`config.mk`:
```
export PLATFORM = sky130hd
export DESIGN_NAME = mem_stage
export DESIGN_NICKNAME = d
export VERILOG_FILES = /design/src/rtl/mem_stage.sv
export SDC_FILE = /design/constraint.sdc
export NUM_CORES = 1
export LEC_CHECK = 0
export CORE_AREA = 3 3 200 202
export CTS_BUF_LIST = sky130_fd_sc_hd__clkbuf_4 sky130_fd_sc_hd__clkbuf_8
export CTS_CLUSTER_DIAMETER = 50
export DETAILED_ROUTE_END_ITERATION = 8
export DIE_AREA = 0 0 203 205
export GPL_TIMING_DRIVEN = 1
export MAX_ROUTING_LAYER = met4
export PLACE_DENSITY_LB_ADDON = 0.08
export SYNTH_ARGS = -nofsm -noshare
export SYNTH_HDL_FRONTEND = slang
export SYNTH_SLANG_ARGS = --single-unit
```
`constraint.sdc`:
```
create_clock -name clk -period 4.2 [get_ports clk]
set_input_delay 0.84 -clock clk [delete_from_list [all_inputs] [get_ports clk]]
set_output_delay 0.84 -clock clk [all_outputs]
set_load 0.05 [all_outputs]
```
`src/rtl/mem_stage.sv`:
```
// RV64 memory-access stage: holds one instruction from execute, runs its data
// access over a req/addr_ok/data_ok handshake and hands {pc,reg_wen,rd,wdata} to writeback.

// One byte lane of the store path: strobe and lane-shifted store byte.
module mem_byte_lane #(
  parameter int LANE = 0
) (
  input  logic        i_en,
  input  logic [2:0]  i_lane,
  input  logic [1:0]  i_size,
  input  logic [63:0] i_wdata,
  output logic        o_strb,
  output logic [7:0]  o_wbyte
);
  localparam logic [2:0] L = LANE[2:0];

  logic [2:0] w_off;
  logic [3:0] w_nbytes;
  logic       w_hit;

  assign w_off    = L - i_lane;
  assign w_nbytes = 4'd1 << i_size;
  assign w_hit    = i_en && (L >= i_lane);
  assign o_strb   = w_hit && ({1'b0, w_off} < w_nbytes);
  assign o_wbyte  = w_hit ? i_wdata[{w_off, 3'b000} +: 8] : 8'h00;
endmodule

module mem_stage #(
  parameter int EX_TO_MEM_WIDTH = 172,
  parameter int MEM_TO_WB_WIDTH = 102,
  parameter int NUM_LANES       = 8
) (
  input  logic                       clk,
  input  logic                       rst,
  input  logic                       ex_to_mem_valid,
  output logic                       mem_allowin,
  input  logic [EX_TO_MEM_WIDTH-1:0] ex_to_mem_bus,
  input  logic                       wb_allowin,
  output logic                       mem_to_wb_valid,
  output logic [MEM_TO_WB_WIDTH-1:0] mem_to_wb_bus,
  output logic [4:0]                 mem_fwd_rd,
  output logic                       data_req,
  output logic                       data_wr,
  output logic [63:0]                data_addr,
  output logic [NUM_LANES-1:0]       data_wstrb,
  output logic [63:0]                data_wdata,
  input  logic                       data_addr_ok,
  input  logic [63:0]                data_rdata,
  input  logic                       data_data_ok
);
  typedef enum logic [1:0] {S_IDLE, S_REQ, S_WAIT, S_DONE} state_e;

  state_e                     r_state, w_state_nxt;
  logic                       r_mem_valid;
  logic [EX_TO_MEM_WIDTH-1:0] r_bus;
  logic [63:0]                r_result;

  logic        w_unused_jalr;
  logic [31:0] w_pc;
  logic [2:0]  w_memop;
  logic        w_reg_wen, w_memwrite, w_memread;
  logic [4:0]  w_rd;
  logic [63:0] w_alu_out, w_wdata;

  assign w_unused_jalr = r_bus[171];
  assign w_pc          = r_bus[170:139];
  assign w_memop       = r_bus[138:136];
  assign w_reg_wen     = r_bus[135];
  assign w_memwrite    = r_bus[134];
  assign w_memread     = r_bus[133];
  assign w_rd          = r_bus[132:128];
  assign w_alu_out     = r_bus[127:64];
  assign w_wdata       = r_bus[63:0];

  logic w_is_mem, w_ready_go, w_allowin, w_cap, w_cap_mem, w_resp_take;

  assign w_is_mem    = w_memread | w_memwrite;
  assign w_ready_go  = !w_is_mem || (r_state == S_DONE);
  assign w_allowin   = !r_mem_valid || (w_ready_go && wb_allowin);
  assign w_cap       = ex_to_mem_valid && w_allowin;
  assign w_cap_mem   = w_cap && (ex_to_mem_bus[134] | ex_to_mem_bus[133]);
  // A response counts in REQ only together with addr_ok; in IDLE/DONE it is ignored.
  assign w_resp_take = r_mem_valid &&
                       (((r_state == S_REQ) && data_addr_ok && data_data_ok) ||
                        ((r_state == S_WAIT) && data_data_ok));

  always_ff @(posedge clk or negedge rst) begin
    if (!rst) begin
      r_mem_valid <= 1'b0;
      r_bus       <= '0;
    end else if (w_allowin) begin
      r_mem_valid <= ex_to_mem_valid;
      if (ex_to_mem_valid) r_bus <= ex_to_mem_bus;
    end
  end

  always_ff @(posedge clk or negedge rst) begin
    if (!rst) r_state <= S_IDLE;
    else      r_state <= w_state_nxt;
  end

  always_comb begin
    w_state_nxt = r_state;
    case (r_state)
      S_IDLE: if (w_cap_mem) w_state_nxt = S_REQ;
      S_REQ:  if (data_addr_ok) w_state_nxt = data_data_ok ? S_DONE : S_WAIT;
      S_WAIT: if (data_data_ok) w_state_nxt = S_DONE;
      S_DONE: if (wb_allowin) w_state_nxt = w_cap_mem ? S_REQ : S_IDLE;
      default: w_state_nxt = S_IDLE;
    endcase
  end

  // Misaligned addresses are truncated down to the access size, no trap.
  logic [2:0] w_lane;
  always_comb begin
    w_lane = 3'd0;
    case (w_memop[1:0])
      2'd0: w_lane = w_alu_out[2:0];
      2'd1: w_lane = {w_alu_out[2:1], 1'b0};
      2'd2: w_lane = {w_alu_out[2], 2'b00};
      default: w_lane = 3'd0;
    endcase
  end

  logic [63:0] w_ld_shift, w_ld_ext;
  assign w_ld_shift = data_rdata >> {w_lane, 3'b000};

  always_comb begin
    w_ld_ext = 64'd0;
    case (w_memop)
      3'd0: w_ld_ext = {{56{w_ld_shift[7]}},  w_ld_shift[7:0]};
      3'd1: w_ld_ext = {{48{w_ld_shift[15]}}, w_ld_shift[15:0]};
      3'd2: w_ld_ext = {{32{w_ld_shift[31]}}, w_ld_shift[31:0]};
      3'd3: w_ld_ext = w_ld_shift;
      3'd4: w_ld_ext = {56'd0, w_ld_shift[7:0]};
      3'd5: w_ld_ext = {48'd0, w_ld_shift[15:0]};
      3'd6: w_ld_ext = {32'd0, w_ld_shift[31:0]};
      default: w_ld_ext = 64'd0;
    endcase
  end

  always_ff @(posedge clk or negedge rst) begin
    if (!rst)                                     r_result <= 64'd0;
    else if (w_resp_take && w_memread && !w_memwrite) r_result <= w_ld_ext;
  end

  logic [NUM_LANES-1:0]      w_strb;
  logic [NUM_LANES-1:0][7:0] w_wbytes;

  for (genvar g = 0; g < NUM_LANES; g++) begin : g_lane
    mem_byte_lane #(.LANE(g)) u_lane (
      .i_en   (w_memwrite),
      .i_lane (w_lane),
      .i_size (w_memop[1:0]),
      .i_wdata(w_wdata),
      .o_strb (w_strb[g]),
      .o_wbyte(w_wbytes[g])
    );
  end

  logic [63:0] w_result;
  assign w_result = !w_is_mem  ? w_alu_out :
                    w_memwrite ? 64'd0     : r_result;

  assign mem_allowin     = w_allowin;
  assign mem_to_wb_valid = r_mem_valid && w_ready_go;
  assign mem_to_wb_bus   = {w_pc, w_reg_wen, w_rd, w_result};
  assign mem_fwd_rd      = (r_mem_valid && w_reg_wen) ? w_rd : 5'd0;
  assign data_req        = r_mem_valid && (r_state == S_REQ);
  assign data_wr         = w_memwrite;
  assign data_addr       = w_alu_out;
  assign data_wstrb      = w_strb;
  assign data_wdata      = w_wbytes;
endmodule
```
==> run summary, run 1 <==
Outcome - completed
Die Y - 205 um
Max cap viols - 0
Setup WS post-layout - 0.127 ns
Post-layout nets - 2067
PwrDens - 243 mW/mm2
DR pass1 iterations - 6
TNS Setup - 0 ns
CTS sink cnt - 238
Vias in the first global route - 13414
Setup crit end kind - output port
Slew headroom - 0.348
Distinct cell type count after synthesis - 55
Primary FF master, synth - dfrtp_1
Initial DRC count - 963
Worst R2R Path Depth - 9
H-tree levels - 2
Final Hold Violating Endpoints - 0
Tmin final - 4.07 ns
Worst Setup Path Type - register to output port
Mean post-synth cell area - 10.6 um2
Util after Layout - 0.561
Die Area - 0.0416 mm2
Synth area leaders - dfrtp_1 39%, mux2_2 13%, mux2i_1 11%
IO Port Bufs - 487
Vias per std cell - 5.51
Worst Skew - 0.0162 ns
Fmax - 0.246 GHz
Antenna violations before repair - 9
First-pass GRT wire length - 84400 um
# DRC - 0
Tot GR Track Use - 0.272
Tot Pwr - 5.24 mW
Site Rows - 72
Yosys reg bits - 238
Area post-placement - 0.0205 mm2
Final wirelength - 56400 um
CTS Hold Bufs - 0
Critical path required time - 3.36 ns
Largest net degree at the start of global routing - 95
Leakage - 9.06 nW
Final HPWL from detailed placement - 41700 um
# Post-CTS Setup Buffers - 0
Cell taking the most area after synthesis - dfrtp_1
Layout cell share with drive strength beyond 1 - 0.249
Clock buffer count from CTS - 47
Worst IR drop on VDD - 0.168 mV
Max-slew violations - 0
IO Pins - 489
Slew @ Worst Pin - 0.978 ns
Vias - 13031
Placement Setup Slack - 0.381 ns
Syn Std Cell Area - 0.0153 mm2
Die width - 203 um
Clock tree buffer depth - 3
Final-report setup violation count - 0
Initial Util - 0.397
Cells after Synth - 1446
Syn. warnings - 0
Final worst-path cycle share - 0.970
R2R Setup Slk - 1.00 ns
Synth top area share - 0.390
Critical path arrival - 3.23 ns
Design Area, Final - 0.0216 mm2
Reg-to-Reg Start - r_bus[137]
RR Endpoint - r_result[40]
Worst setup SP type - register
Ys async rst share - 1.00
Seq/Total Area, Yosys - 0.390
CORE AREA - 0.0385 mm2
Drt wl/cell - 23.8 um
RSZ-0062 raised after global routing - no
CTS tree - yes
Worst hold path type - input port to asynchronous set/reset pin
Antenna viol nets, final - 0
Fillers - 3410
Syn-to-layout area delta - 41.5%
Syn Nets - 1709
RD Place Congestion - 0.909
Gr ovfl total - 0
Max FO, Critical Path - 16
Post-synth EDFFs - 0
Clk Tree Root Cell - clkbuf_8
Clk slew on worst S/H paths - 0.06 ns
Clk_lat worst skew - 0.62 ns
## cells in the mapped netlist, types with 4 or more instances
cell,count
nand2b_1,4
a22o_1,17
clkbuf_1,56
clkinv_1,4
and3_1,13
o21bai_1,5
buf_2,31
inv_1,11
a221oi_1,6
a222oi_1,8
nand2_1,129
a22oi_1,9
o21ai_0,64
nor2_1,120
a211o_1,4
a41oi_1,5
buf_4,118
nand3_1,17
a211oi_1,4
and2_1,8
buf_1,11
o221ai_1,5
a31oi_1,27
inv_2,5
ha_1,21
mux2_2,170
a21oi_1,81
dfrtp_1,238
nor2b_1,4
mux2i_1,166
mux4_2,53
## flip-flops by register name, summed over array words and instances (netlist names)
signal	flops
r_bus	171
r_state	2
r_result	64
r_mem_valid	1
## cell usage in the layout (no fill, tap or decap), drive strengths merged, types with 3 or more instances in the layout
| cell | count |
|---|---|
| a22o | 17 |
| ha | 21 |
| and2 | 8 |
| o221ai | 5 |
| clkinv | 8 |
| o21ai | 66 |
| a211oi | 5 |
| mux4 | 53 |
| a21oi | 81 |
| a222oi | 8 |
| a221oi | 7 |
| and3 | 13 |
| clkbuf | 69 |
| mux2 | 170 |
| nand2 | 129 |
| nand2b | 4 |
| a22oi | 9 |
| a31oi | 27 |
| a211o | 4 |
| dfrtp | 238 |
| a41oi | 5 |
| inv | 20 |
| nor2 | 120 |
| clkdlybuf4s50 | 414 |
| bufinv | 3 |
| buf | 112 |
| diode | 9 |
| nor2b | 4 |
| nand3 | 17 |
| o21bai | 5 |
| nor3 | 3 |
| mux2i | 166 |
## layout make-up
class                      count  area [um2]  area share
antenna                        9        22.5     0.00104
multi-input combinational    971        8040       0.372
clock buffer                  69         862      0.0399
tap                          518         648      0.0300
inverter                      20        80.1     0.00371
timing repair buffer         526        5840       0.270
clock inverter                12         145     0.00672
sequential                   238        5960       0.276
## worst max-delay path by stage
stage	slack, ns	to	cells past startpoint	from
5_1_grt	0.01	data_wdata[20]	9	r_bus[136]
2_1_floorplan	0.19	data_wstrb[0]	15	r_bus[137]
3_5_place_dp	0.38	data_wstrb[0]	10	r_bus[137]
4_1_cts	0.05	data_wstrb[0]	10	r_bus[137]
6_report	0.13	data_wdata[20]	9	r_bus[136]
3_3_place_gp	0.46	data_wstrb[0]	10	r_bus[137]
## critical path, cell delays in order (launching register included)
cell	delay, ns
dfrtp_1	0.47
buf_4	0.23
nand2b_1	0.29
nor2_1	0.14
buf_4	0.16
o21a_1	0.13
buf_4	0.31
mux4_2	0.43
a22o_1	0.29
buf_12	0.16
## power breakdown
group | leakage, nW | total (mW) | internal (mW) | switching [mW]
clock network | 0.535 | 2.58 | 1.50 | 1.08
registers | 3.30 | 2.29 | 2.29 | 0
logic | 5.23 | 0.371 | 0.229 | 0.142
total | 9.06 | 5.24 | 4.02 | 1.22
## through the flow
step,hold slack [ns],cells
detailed placement,0.479,2273
floorplan,0.450,1446
finish,0.257,2363
CTS,0.256,2354
global placement,0.477,2273
global route,0.303,2363
## routing by layer
metal | GRT usage | vias to the layer above | part of all wire
li1 | - | 5876 | -
met1 | 0.334 | 6510 | 0.40
met2 | 0.440 | 550 | 0.49
met3 | 0.0734 | 95 | 0.087
met4 | 0.0846 | 0 | 0.026
met5 | - | - | 0
## cell families after synthesis
kind of cell / Yosys count / share of synthesized area
flops: 238 / 0.390
simple gates: 305 / 0.0835
buf+inv: 237 / 0.0903
compound gates: 255 / 0.106
mux: 389 / 0.313
xor+xnor: 1 / 0.000574
fa+ha+maj: 21 / 0.0172
## timing repair
action                     4_1_cts  5_1_grt
cloned                           0        0
hold endpoints to repair         0        0
resized for setup                7        5
setup endpoints to repair       29        5
No activity file was read; power rests on OpenSTA's default activity.
==> inputs of run 2 (changes only) <==
CTS_BUF_LIST = unset   (was sky130_fd_sc_hd__clkbuf_4 sky130_fd_sc_hd__clkbuf_8)
==> run summary, run 2 (synthesis gave the netlist of run 1 again) <==
Placed cell count - 2273
CORE AREA - 0.0385 mm2
Worst Setup Path Type - register to output port
Die width - 203 um
CP peak stage delay - 0.50 ns
Max cap viols - 0
Leakage - 9.20 nW
Worst IR drop on VDD - 0.272 mV
Non-filler cells, final - 2355
Final HPWL from detailed placement - 41700 um
Worst setup SP type - register
First-pass GRT wire length - 84700 um
Clk slew on worst S/H paths - 0.05 ns
Top reg by flops - r_bus
CTS sink cnt - 238
Area post-placement - 0.0205 mm2
Final worst-path cycle share - 0.966
Clk_lat worst skew - 0.56 ns
Vias - 12985
Die Y - 205 um
Antenna viol nets, final - 0
Clock buffer count from CTS - 40
Tot Pwr - 6.10 mW
Die Area - 0.0416 mm2
Largest net degree at the start of global routing - 95
RSZ-0062 raised after global routing - no
Setup crit end kind - output port
Layout cell share with drive strength beyond 1 - 0.244
Tot GR Track Use - 0.273
Critical path required time - 3.36 ns
H-tree levels - 2
Critical-path top delay cell - dfrtp_2
IO Port Bufs - 487
RD Place Congestion - 0.909
Worst Skew - 0.0161 ns
Top Registers - r_bus x171, r_result x64, r_state x2
Util after Layout - 0.571
Gr ovfl total - 0
Slew @ Worst Pin - 0.960 ns
Cell Chain, Critical Path - nand2_1, nand2_1, buf_8, ha_1, inv_2, ha_1, a21oi_1, nor2_1, nor2_1, buf_12
Max-slew violations - 0
Clock tree buffer depth - 3
Drt wl/cell - 23.9 um
Max FO, Critical Path - 32
Clk Tree Root Cell - clkbuf_16
Fmax - 0.246 GHz
Initial Util - 0.397
Vias in the first global route - 13304
Commonest non-fill, non-tap cell in the layout - clkdlybuf4s50_1
Antenna violations before repair - 8
PwrDens - 278 mW/mm2
Final Hold Violating Endpoints - 0
TNS Setup - 0 ns
Site Rows - 72
Initial DRC count - 950
Tmin final - 4.06 ns
Outcome - completed
Slew headroom - 0.360
CTS tree - yes
Final wirelength - 56200 um
Post-layout nets - 2060
CTS Hold Bufs - 0
Syn-to-layout area delta - 44.0%
# Post-CTS Setup Buffers - 0
Design Area, Final - 0.0220 mm2
DR pass1 iterations - 5
Highest-count cells in the layout ignoring fill and taps - 414 x clkdlybuf4s50_1, 235 x dfrtp_1, 170 x mux2_2
# DRC - 0
Max FFs per register - 171
Critical path arrival - 3.22 ns
Vias per std cell - 5.51
IO Pins - 489
Worst hold path type - input port to asynchronous set/reset pin
Final-report setup violation count - 0
## run 2: changes by cell type in the layout (fill, tap and decap cells not counted)
cell | previous run | this run
clkbuf_16 | 0 | 41
clkinvlp_4 | 1 | 5
clkinv_4 | 0 | 2
clkbuf_8 | 55 | 6
inv_4 | 2 | 1
diode_2 | 9 | 8
clkinv_2 | 6 | 4
clkbuf_1 | 0 | 3
nand2_1 | 128 | 129
clkbuf_4 | 14 | 0
bufinv_16 | 3 | 4
inv_6 | 2 | 10
nand2_2 | 1 | 0
## run 2: worst paths after layout
check	from	end	slack (ns)	cells after the start
setup / recovery	r_bus[137]	data_wstrb[1]	0.14	10
hold / removal	rst	r_bus[119]	0.31	1
setup reg to reg	r_bus[137]	r_result[44]	1.02	9
hold reg to reg	r_result[1]	r_result[1]	0.49	2
max in group asynchronous	rst	r_bus[81]	3.01	2
min in group clk	r_result[1]	r_result[1]	0.49	2
## run 2: stage by stage
step / setup slack, ns / hold WS (ns)
after floorplan: 0.193 / 0.450
after global placement: 0.456 / 0.477
after detailed placement: 0.381 / 0.479
after CTS: 0.0868 / 0.330
after global routing: 0.0155 / 0.361
final: 0.143 / 0.315
## run 2: cell type report
type / instances / area, um2
Multi-Input combinational cell: 971 / 8030
Clock buffer: 50 / 1120
Inverter: 20 / 78.8
Antenna cell: 8 / 20.0
Timing Repair Buffer: 526 / 5840
Tap cell: 518 / 648
Sequential cell: 238 / 5960
Fill cell: 3357 / 16500
Clock inverter: 24 / 278
## run 2: timing repair
item | 4_1_cts | 5_1_grt
endpoints found under the setup margin | 16 | 2
cloned | 0 | 0
gates resized for setup | 6 | 4
hold endpoints to repair | 0 | 0
## run 2: critical path, delay by kind of cell (launching register included)
family	cells	cell delay [ns]
buf+inv	3	0.69
fa+ha+maj	2	0.58
flops	1	0.50
compound gates	1	0.16
simple gates	4	0.75
## run 2: routing by layer
layer	GRT usage	up-vias	wire, um
li1	-	5868	-
met1	0.335	6523	22400
met2	0.445	515	27700
met3	0.0790	79	4790
met4	0.0713	0	1340
met5	-	-	0
## run 2: power breakdown
group	switching (mW)	total [mW]	internal, mW
sequential	0	2.30	2.30
combinational	0.141	0.370	0.229
clock	1.27	3.44	2.17
total	1.41	6.10	4.69
